$ cat config.mk
export PLATFORM = sky130hd
export DESIGN_NAME = sreg_bist_ctrl
export DESIGN_NICKNAME = d
export VERILOG_FILES = /design/src/rtl/sreg_bist_ctrl.sv
export SDC_FILE = /design/constraint.sdc
export NUM_CORES = 1
export LEC_CHECK = 0
export CAP_MARGIN = 15
export CORE_MARGIN = 2
export CORE_UTILIZATION = 56
export DETAILED_ROUTE_END_ITERATION = 8
export PLACE_DENSITY = 0.83
export SYNTH_ARGS = -nofsm -noshare
export SYNTH_HDL_FRONTEND = slang
export SYNTH_SLANG_ARGS = --single-unit
$ cat constraint.sdc
create_clock -name clk -period 4.3 [get_ports clk]
set_clock_uncertainty 0.2 [all_clocks]
set_input_delay 1.075 -clock clk [delete_from_list [all_inputs] [get_ports clk]]
set_output_delay 1.075 -clock clk [all_outputs]
set_load 0.01 [all_outputs]
$ cat src/rtl/sreg_bist_ctrl.sv
// BIST sequencer for a serial shift-register memory: fills it with a 16-bit LFSR
// pattern, then replays the same pattern while counting readback mismatches.
module sreg_bist_ctrl #(
  parameter int BITS     = 256,
  parameter int ERR_BITS = 8
) (
  input  logic                clk,
  input  logic                rst_n,
  input  logic                start,
  input  logic [7:0]          seed,
  output logic                sreg_we,
  output logic                sreg_data_in,
  input  logic                sreg_data_out,
  output logic                busy,
  output logic                done,
  output logic                pass,
  output logic [ERR_BITS-1:0] err_count
);
  localparam int CW = (BITS > 1) ? $clog2(BITS) : 1;

  typedef enum logic [1:0] {IDLE, FILL, CHECK, DONE} state_t;

  state_t              state, state_nxt;
  logic [15:0]         lfsr, lfsr_nxt, lfsr_adv, lfsr_init;
  logic [CW-1:0]       cnt, cnt_nxt;
  logic [ERR_BITS-1:0] err, err_nxt;
  logic                last;

  // {seed, ~seed} always has a set bit, so the LFSR never locks up at zero
  assign lfsr_init = {seed, ~seed};
  assign lfsr_adv  = {lfsr[14:0], lfsr[15] ^ lfsr[13] ^ lfsr[12] ^ lfsr[10]};
  assign last      = (cnt == CW'(BITS - 1));

  always_ff @(posedge clk or negedge rst_n) begin
    if (!rst_n) begin
      state <= IDLE;
      lfsr  <= '0;
      cnt   <= '0;
      err   <= '0;
    end else begin
      state <= state_nxt;
      lfsr  <= lfsr_nxt;
      cnt   <= cnt_nxt;
      err   <= err_nxt;
    end
  end

  always_comb begin
    state_nxt = state;
    lfsr_nxt  = lfsr;
    cnt_nxt   = cnt;
    err_nxt   = err;
    case (state)
      IDLE, DONE: begin
        if (start) begin
          lfsr_nxt  = lfsr_init;
          cnt_nxt   = '0;
          err_nxt   = '0;
          state_nxt = FILL;
        end
      end
      FILL: begin
        lfsr_nxt = lfsr_adv;
        cnt_nxt  = cnt + 1'b1;
        if (last) begin
          lfsr_nxt  = lfsr_init;
          cnt_nxt   = '0;
          state_nxt = CHECK;
        end
      end
      CHECK: begin
        // the pattern is rewritten as it is read, so the memory ends up unchanged
        if ((sreg_data_out != lfsr[15]) && (err != '1))
          err_nxt = err + 1'b1;
        lfsr_nxt = lfsr_adv;
        cnt_nxt  = cnt + 1'b1;
        if (last) begin
          cnt_nxt   = '0;
          state_nxt = DONE;
        end
      end
      default: state_nxt = IDLE;
    endcase
  end

  assign busy         = (state == FILL) || (state == CHECK);
  assign sreg_we      = busy;
  assign sreg_data_in = busy & lfsr[15];
  assign done         = (state == DONE);
  assign pass         = done && (err == '0);
  assign err_count    = err;
endmodule

==> run_results.csv, run 1 <==
group,metric,value,unit
die,die_area,4540,sq um
yosys,synth_cell_types,44,
route,drc_errors,0,
route,drtIter0Drc,180,
clock_network,ctsResizeCount,0,
outcome,status,"completed",
clock_network,cts_root_buf,"clkbuf_8",
worst_setup_path,slowest_stage,"clkdlybuf4s50_1",
job,drv_cap,0,
clock_network,clock_sinks,34,
route,via_per_inst,6.261,
yosys,yosys_warnings,0,
worst_setup_path,cp.buffers_inverters,2,
final_layout,diodes,0,
yosys,synthCells,265,
worst_setup_path,path_depth,4,
sta,slew_viol_final,0,
sta,finalCriticalPeriod,3.221,ns
sta,fmax,310.5,MHz
worst_setup_path,r2r_slack,1.42,ns
route,vias,2066,
yosys,yosysMostFrequentCell,"dfrtp_1",
worst_setup_path,cp-endpoint,"sreg_data_in",
pwr,ir_drop,0.2987,mV
worst_setup_path,worstSetupPathType,"flip-flop to output port",
min_path,hold_path_startpoint,"cnt[6]",
worst_setup_path,worstPathRequired,3.02,ns
route,drt_first_pass_iters,6,
global_routing,grt.total_usage,26.37,%
global_routing,grt_start_max_net_pins,41,
worst_setup_path,rr_worst_depth,6,
yosys,netlist.area_leader.share,37.82,%
final_layout,seq_area,850.8,sq um
die,rows,23,
placement,place_hpwl,3.535,mm
yosys,async_flop_share,100.0,%
placement,dpl-instance-area,2496,sq um
clock_network,htreeDepth,2,
sta,rsz0062_at_grt,"no",
yosys,synth_commonest_cells,"34 x dfrtp_1, 31 x o21ai_0, 24 x a21oi_1",
final_layout,nNetsFinal,298,
worst_setup_path,worstReg2RegEnd,"err_count[3]",
sta,finalCritPeriodShare,74.91,%
worst_setup_path,crit_fanout,11,
clock_network,ctsHoldBuffers,0,
die,io-pin-count,25,
sta,slew_headroom,31.03,%
route,drt-wirelength-per-cell,16.40,um
route,drtAntennaViolNets,0,
die,dieWidth,67.38,um
yosys,synth_top_cell_by_area,"dfrtp_1",
sta,finalHoldViolCount,0,
clock_network,cts_buffers,5,
clock_network,clock_latency,0.30,ns
global_routing,grt_pass1_wl,8.976,mm
route,drt-total-wl,5.412,mm
worst_setup_path,slowest_delay,0.55,ns
clock_network,cts_tree,"yes",
sta,fin_setup_tns,0,ns
clock_network,cts_setup_buffers,0,
placement,io_buffers,24,
min_path,hold_class,"flip-flop to flip-flop",
worst_setup_path,path_cells,"inv_1, ha_1, nor2b_1, clkdlybuf4s50_1",
die,core,3943,sq um
final_layout,multi_input_area,1286,sq um
worst_setup_path,crit_path_start_kind,"flip-flop",
pwr,power_density,710.1,nW/um^2
yosys,synth_ff_type,"dfrtp_1",
die,die_h,67.38,um
worst_setup_path,cp-startpoint,"state[0]",
global_routing,grt_pass1_vias,1931,
placement,gp_congestion,0.7691,
yosys,ys_ff_latch,34,
final_layout,fin_area,2591,sq um
global_routing,grt_antenna_before_repair,0,
yosys,ys_top_cells_by_area,"dfrtp_1 38%, o21ai_0 6.9%, a21oi_1 5.3%",
yosys,ys_seq_area_share,37.82,%
yosys,syn_nets,284,
global_routing,gr-total-overflow,0,
sta,tightestPinTransition,1.034,ns
clock_network,cts_buffer_depth,2,
sta,setup_viol,0,
worst_setup_path,endpoint_kind,"output port",
final_layout,final_layout_size_suffix_gt1_share,5.357,%
final_layout,area_growth_syn_to_layout,15.18,%
worst_setup_path,critPathArrivalTime,1.95,ns
die,start_util,57.06,%
yosys,synth_edf_count,0,
final_layout,fill_cells,344,
yosys,syn_avg_cell_area,8.489,sq um
clock_network,clkSlewWorstSetupHoldPaths,0.07,ns
yosys,synth_area,2250,sq um
pwr,leakage,0.001055,uW
worst_setup_path,r2r_start,"state[0]",
worst_setup_path,path_delay_family,"buffers and inverters",
[report_power, final]
part	internal [uW]	total [uW]	switching (uW)
registers	446	559	113
logic	444	1030	581
clock network	129	256	128
[cells in the final DEF (no fill, tap or decap), types with 7 or more instances in the layout]
master / netlist / final
a21oi_1: 24 / 24
a21boi_0: 14 / 14
nand3_1: 9 / 9
nand2b_1: 12 / 12
nand2_1: 18 / 18
ha_1: 7 / 7
dfrtp_1: 34 / 34
nor3_1: 8 / 8
and3_1: 12 / 12
clkdlybuf4s50_1: 0 / 24
o21ai_0: 31 / 31
inv_1: 9 / 9
a32oi_1: 8 / 8
a22oi_1: 8 / 8
[routing by layer]
layer	share of wire, %	GRT usage, %
met1	47	36.19
met5	0	0
met3	5.8	5.667
met4	1.0	11.22
met2	46	40.22
[flip-flops by register name, summed over array words and instances, names as in the netlist]
register and cells:
cnt 8, err_count 8, lfsr 16, state 2
[through the flow]
stage               worst slack (ns)  utilization, %  cells  total power, uW  hold WS, ns
floorplan                      1.417               -    265             1295       0.2904
global placement               1.030           63.31    322             1533       0.3240
detailed placement            0.9853           63.31    322             1570       0.3386
CTS                            1.067           65.73    330             1834       0.3538
global route                  0.9737           65.73    330             1999       0.3976
finish                         1.079           65.73    330             1840       0.3579
[layout make-up]
type                    instances  share of cell area, %
multi-input cells             202                  49.64
well taps                      50                  2.414
repair buffers                 27                  10.14
clock inverters                 2                 0.4829
flip-flops and latches         34                  32.83
inverters                       9                  1.304
clock buffers                   6                  3.187
[logic make-up (layout without fill, tap and decap cells)]
kind of cell	count (synthesis)	after routing	synth area share, %
fa+ha+maj	7	7	3.893
buf+inv	29	44	5.006
flops	34	34	37.82
simple gates	84	84	20.69
compound gates	103	103	29.20
mux	3	3	1.446
xor+xnor	5	5	1.947
[worst register-to-register path, delay by kind of cell (launching register included)]
family / cells / cell delay (ns)
AO/OA/AOI/OAI: 3 / 1.04
AND/OR/NAND/NOR: 1 / 0.19
adder cells (fa/ha/maj): 1 / 0.84
buffers and inverters: 1 / 0.08
flip-flops: 1 / 0.43
[worst min path at each step]
stage | cells after the start | to | slack, ns
6_report | 1 | cnt[6] | 0.36
5_1_grt | 1 | cnt[6] | 0.40
4_1_cts | 1 | cnt[6] | 0.35
3_5_place_dp | 1 | cnt[6] | 0.34
3_3_place_gp | 1 | cnt[6] | 0.32
2_1_floorplan | 1 | cnt[6] | 0.29
(Power assumes the default switching activity.)
==> run 2, diff against run 1 <==
==> constraint.sdc (replaced) <==
create_clock -name clk -period 3.35 [get_ports clk]
set_clock_uncertainty 0.2 [all_clocks]
set_input_delay 0.8375 -clock clk [delete_from_list [all_inputs] [get_ports clk]]
set_output_delay 0.8375 -clock clk [all_outputs]
set_load 0.01 [all_outputs]
==> run 2 against run 1 <==
  * Hold slack gained 0.0047 ns
  * Routed wire length shrank 1.0%
  * Combinational power increased by 31%
  * Sequential power grew 28%
  * Cell count increased by 0.91%
  * Power increased by 29%
  * Register-to-register slack got worse by 0.75 ns
  * Sequential cell count unchanged
  * Final area increased by 0.72%
  * Non-clock buffer count up 3
==> run_results.csv, run 2 (synthesis results as in run 1) <==
group,metric,value,unit
die,io-pin-count,25,
die,die_area,4540,sq um
die,start_util,57.06,%
placement,pre_cts_slack,0.5657,ns
global_routing,grt_antenna_before_repair,0,
sta,finalCriticalPeriod,2.909,ns
pwr,ir_drop,0.4676,mV
global_routing,grt_start_max_net_pins,35,
clock_network,cts_buffers,5,
sta,finalHoldViolCount,0,
worst_setup_path,r2r_start,"state[0]",
clock_network,ctsHoldBuffers,0,
worst_setup_path,path_cells,"or4_1, nor2_1, clkdlybuf4s50_1",
route,drtIter0Drc,272,
route,drtAntennaViolNets,0,
worst_setup_path,slowest_delay,0.54,ns
clock_network,ctsResizeCount,0,
route,drt_first_pass_iters,5,
outcome,status,"completed",
worst_setup_path,r2r_slack,0.67,ns
clock_network,clkSlewWorstSetupHoldPaths,0.07,ns
die,rows,23,
final_layout,largest-register,"lfsr",
min_path,min_path_cells,1,
worst_setup_path,path_delay_family,"simple AND/OR/NAND/NOR gates",
global_routing,grt.total_usage,25.85,%
worst_setup_path,worstSetupPathType,"flip-flop to output port",
route,drc_errors,0,
final_layout,diodes,0,
final_layout,nNetsFinal,301,
worst_setup_path,worstReg2RegEnd,"err_count[3]",
placement,gp_congestion,0.8108,
sta,rsz0062_at_grt,"no",
route,drt-wirelength-per-cell,16.09,um
clock_network,clock_sinks,34,
worst_setup_path,worstPathRequired,2.31,ns
sta,fin_setup_tns,0,ns
pwr,pwr-share-comb,56.8,%
worst_setup_path,endpoint_kind,"output port",
worst_setup_path,crit_fanout,6,
global_routing,gr-total-overflow,0,
pwr,power_density,911.4,nW/um^2
worst_setup_path,crit_path_start_kind,"flip-flop",
min_path,hold_class,"flip-flop to flip-flop",
pwr,share_seq_of_total_power,30.1,%
clock_network,cts_root_buf,"clkbuf_8",
pwr,intPower,1334,uW
clock_network,cts_buffer_depth,2,
sta,layout_setup_ws,0.4408,ns
placement,place_hpwl,3.517,mm
global_routing,grt_pass1_wl,8.811,mm
route,vias,2105,
global_routing,grt_pass1_vias,1944,
sta,tightestPinTransition,0.8375,ns
placement,io_buffers,24,
worst_setup_path,rr_worst_depth,8,
die,die_h,67.38,um
sta,finalCritPeriodShare,86.84,%
final_layout,final_layout_size_suffix_gt1_share,6.007,%
worst_setup_path,cp.buffers_inverters,1,
final_layout,largest_reg_flops,16,
sta,fmax,343.7,MHz
clock_network,cts_setup_buffers,0,
clock_network,cts_tree,"yes",
route,via_per_inst,6.321,
final_layout,final_cell_mix,"34 x dfrtp_1, 31 x o21ai_0, 24 x a21oi_1, 24 x clkdlybuf4s50_1, 18 x nand2_1",
sta,setup_viol,0,
pwr,switching_power,1045,uW
worst_setup_path,critPathArrivalTime,1.87,ns
final_layout,final_common_cell,"dfrtp_1",
min_path,hold_path_end,"cnt[6]",
job,drv_cap,0,
min_path,hold_path_startpoint,"cnt[6]",
sta,slew_headroom,44.17,%
pwr,leakage,0.001071,uW
die,dieWidth,67.38,um
die,core,3943,sq um
clock_network,clock_latency,0.28,ns
final_layout,area_growth_syn_to_layout,16.02,%
pwr,clock_power_share,13.1,%
worst_setup_path,slowest_stage,"or4_1",
clock_network,htreeDepth,2,
sta,slew_viol_final,0,
route,drt-total-wl,5.358,mm
pwr,switching_share,43.91,%
## run 2: metal layers
layer,wire length [um],up-vias,GRT usage (%)
met5,0,-,0
met4,96,0,9.694
met3,334,8,5.333
met2,2485,86,42.70
met1,2442,994,33.40
li1,-,1017,-
## run 2: worst max path at each step
stage                       startpoint            to  slack, ns  cells after the start
after floorplan               state[0]       sreg_we       0.70                      6
after global placement           start  err_count[3]       0.60                      6
after detailed placement         start  err_count[3]       0.57                      6
after CTS                 err_count[4]          pass       0.42                      3
after global routing      err_count[4]          pass       0.37                      3
final                     err_count[4]          pass       0.44                      3
## run 2: cell type report
cell class                 count  area [sq um]
fill                         355          1333
multi-input combinational    202          1286
sequential                    34         850.8
timing repair buffer          30         285.3
clock buffer                   7         86.33
tap                           50         62.56
inverter                       9         33.78
clock inverter                 1         5.005
## run 2: power by group through the flow
stage | registers, uW | clock network, uW | logic, uW
floorplan | 687 | 0 | 975
global placement | 714 | 0 | 1300
detailed placement | 719 | 0 | 1330
CTS | 713 | 323 | 1340
global route | 739 | 335 | 1490
finish | 716 | 312 | 1350
## run 2: metrics by stage
stage | area (sq um) | instances | total power, uW | util (%) | hold WS [ns]
global route | 2610 | 333 | 2563 | 66.20 | 0.3912
detailed placement | 2519 | 325 | 2049 | 63.88 | 0.3498
finish | 2610 | 333 | 2379 | 66.20 | 0.3626
floorplan | 2250 | 265 | 1662 | - | 0.2904
global placement | 2519 | 325 | 2015 | 63.88 | 0.3200
CTS | 2610 | 333 | 2377 | 66.20 | 0.3622
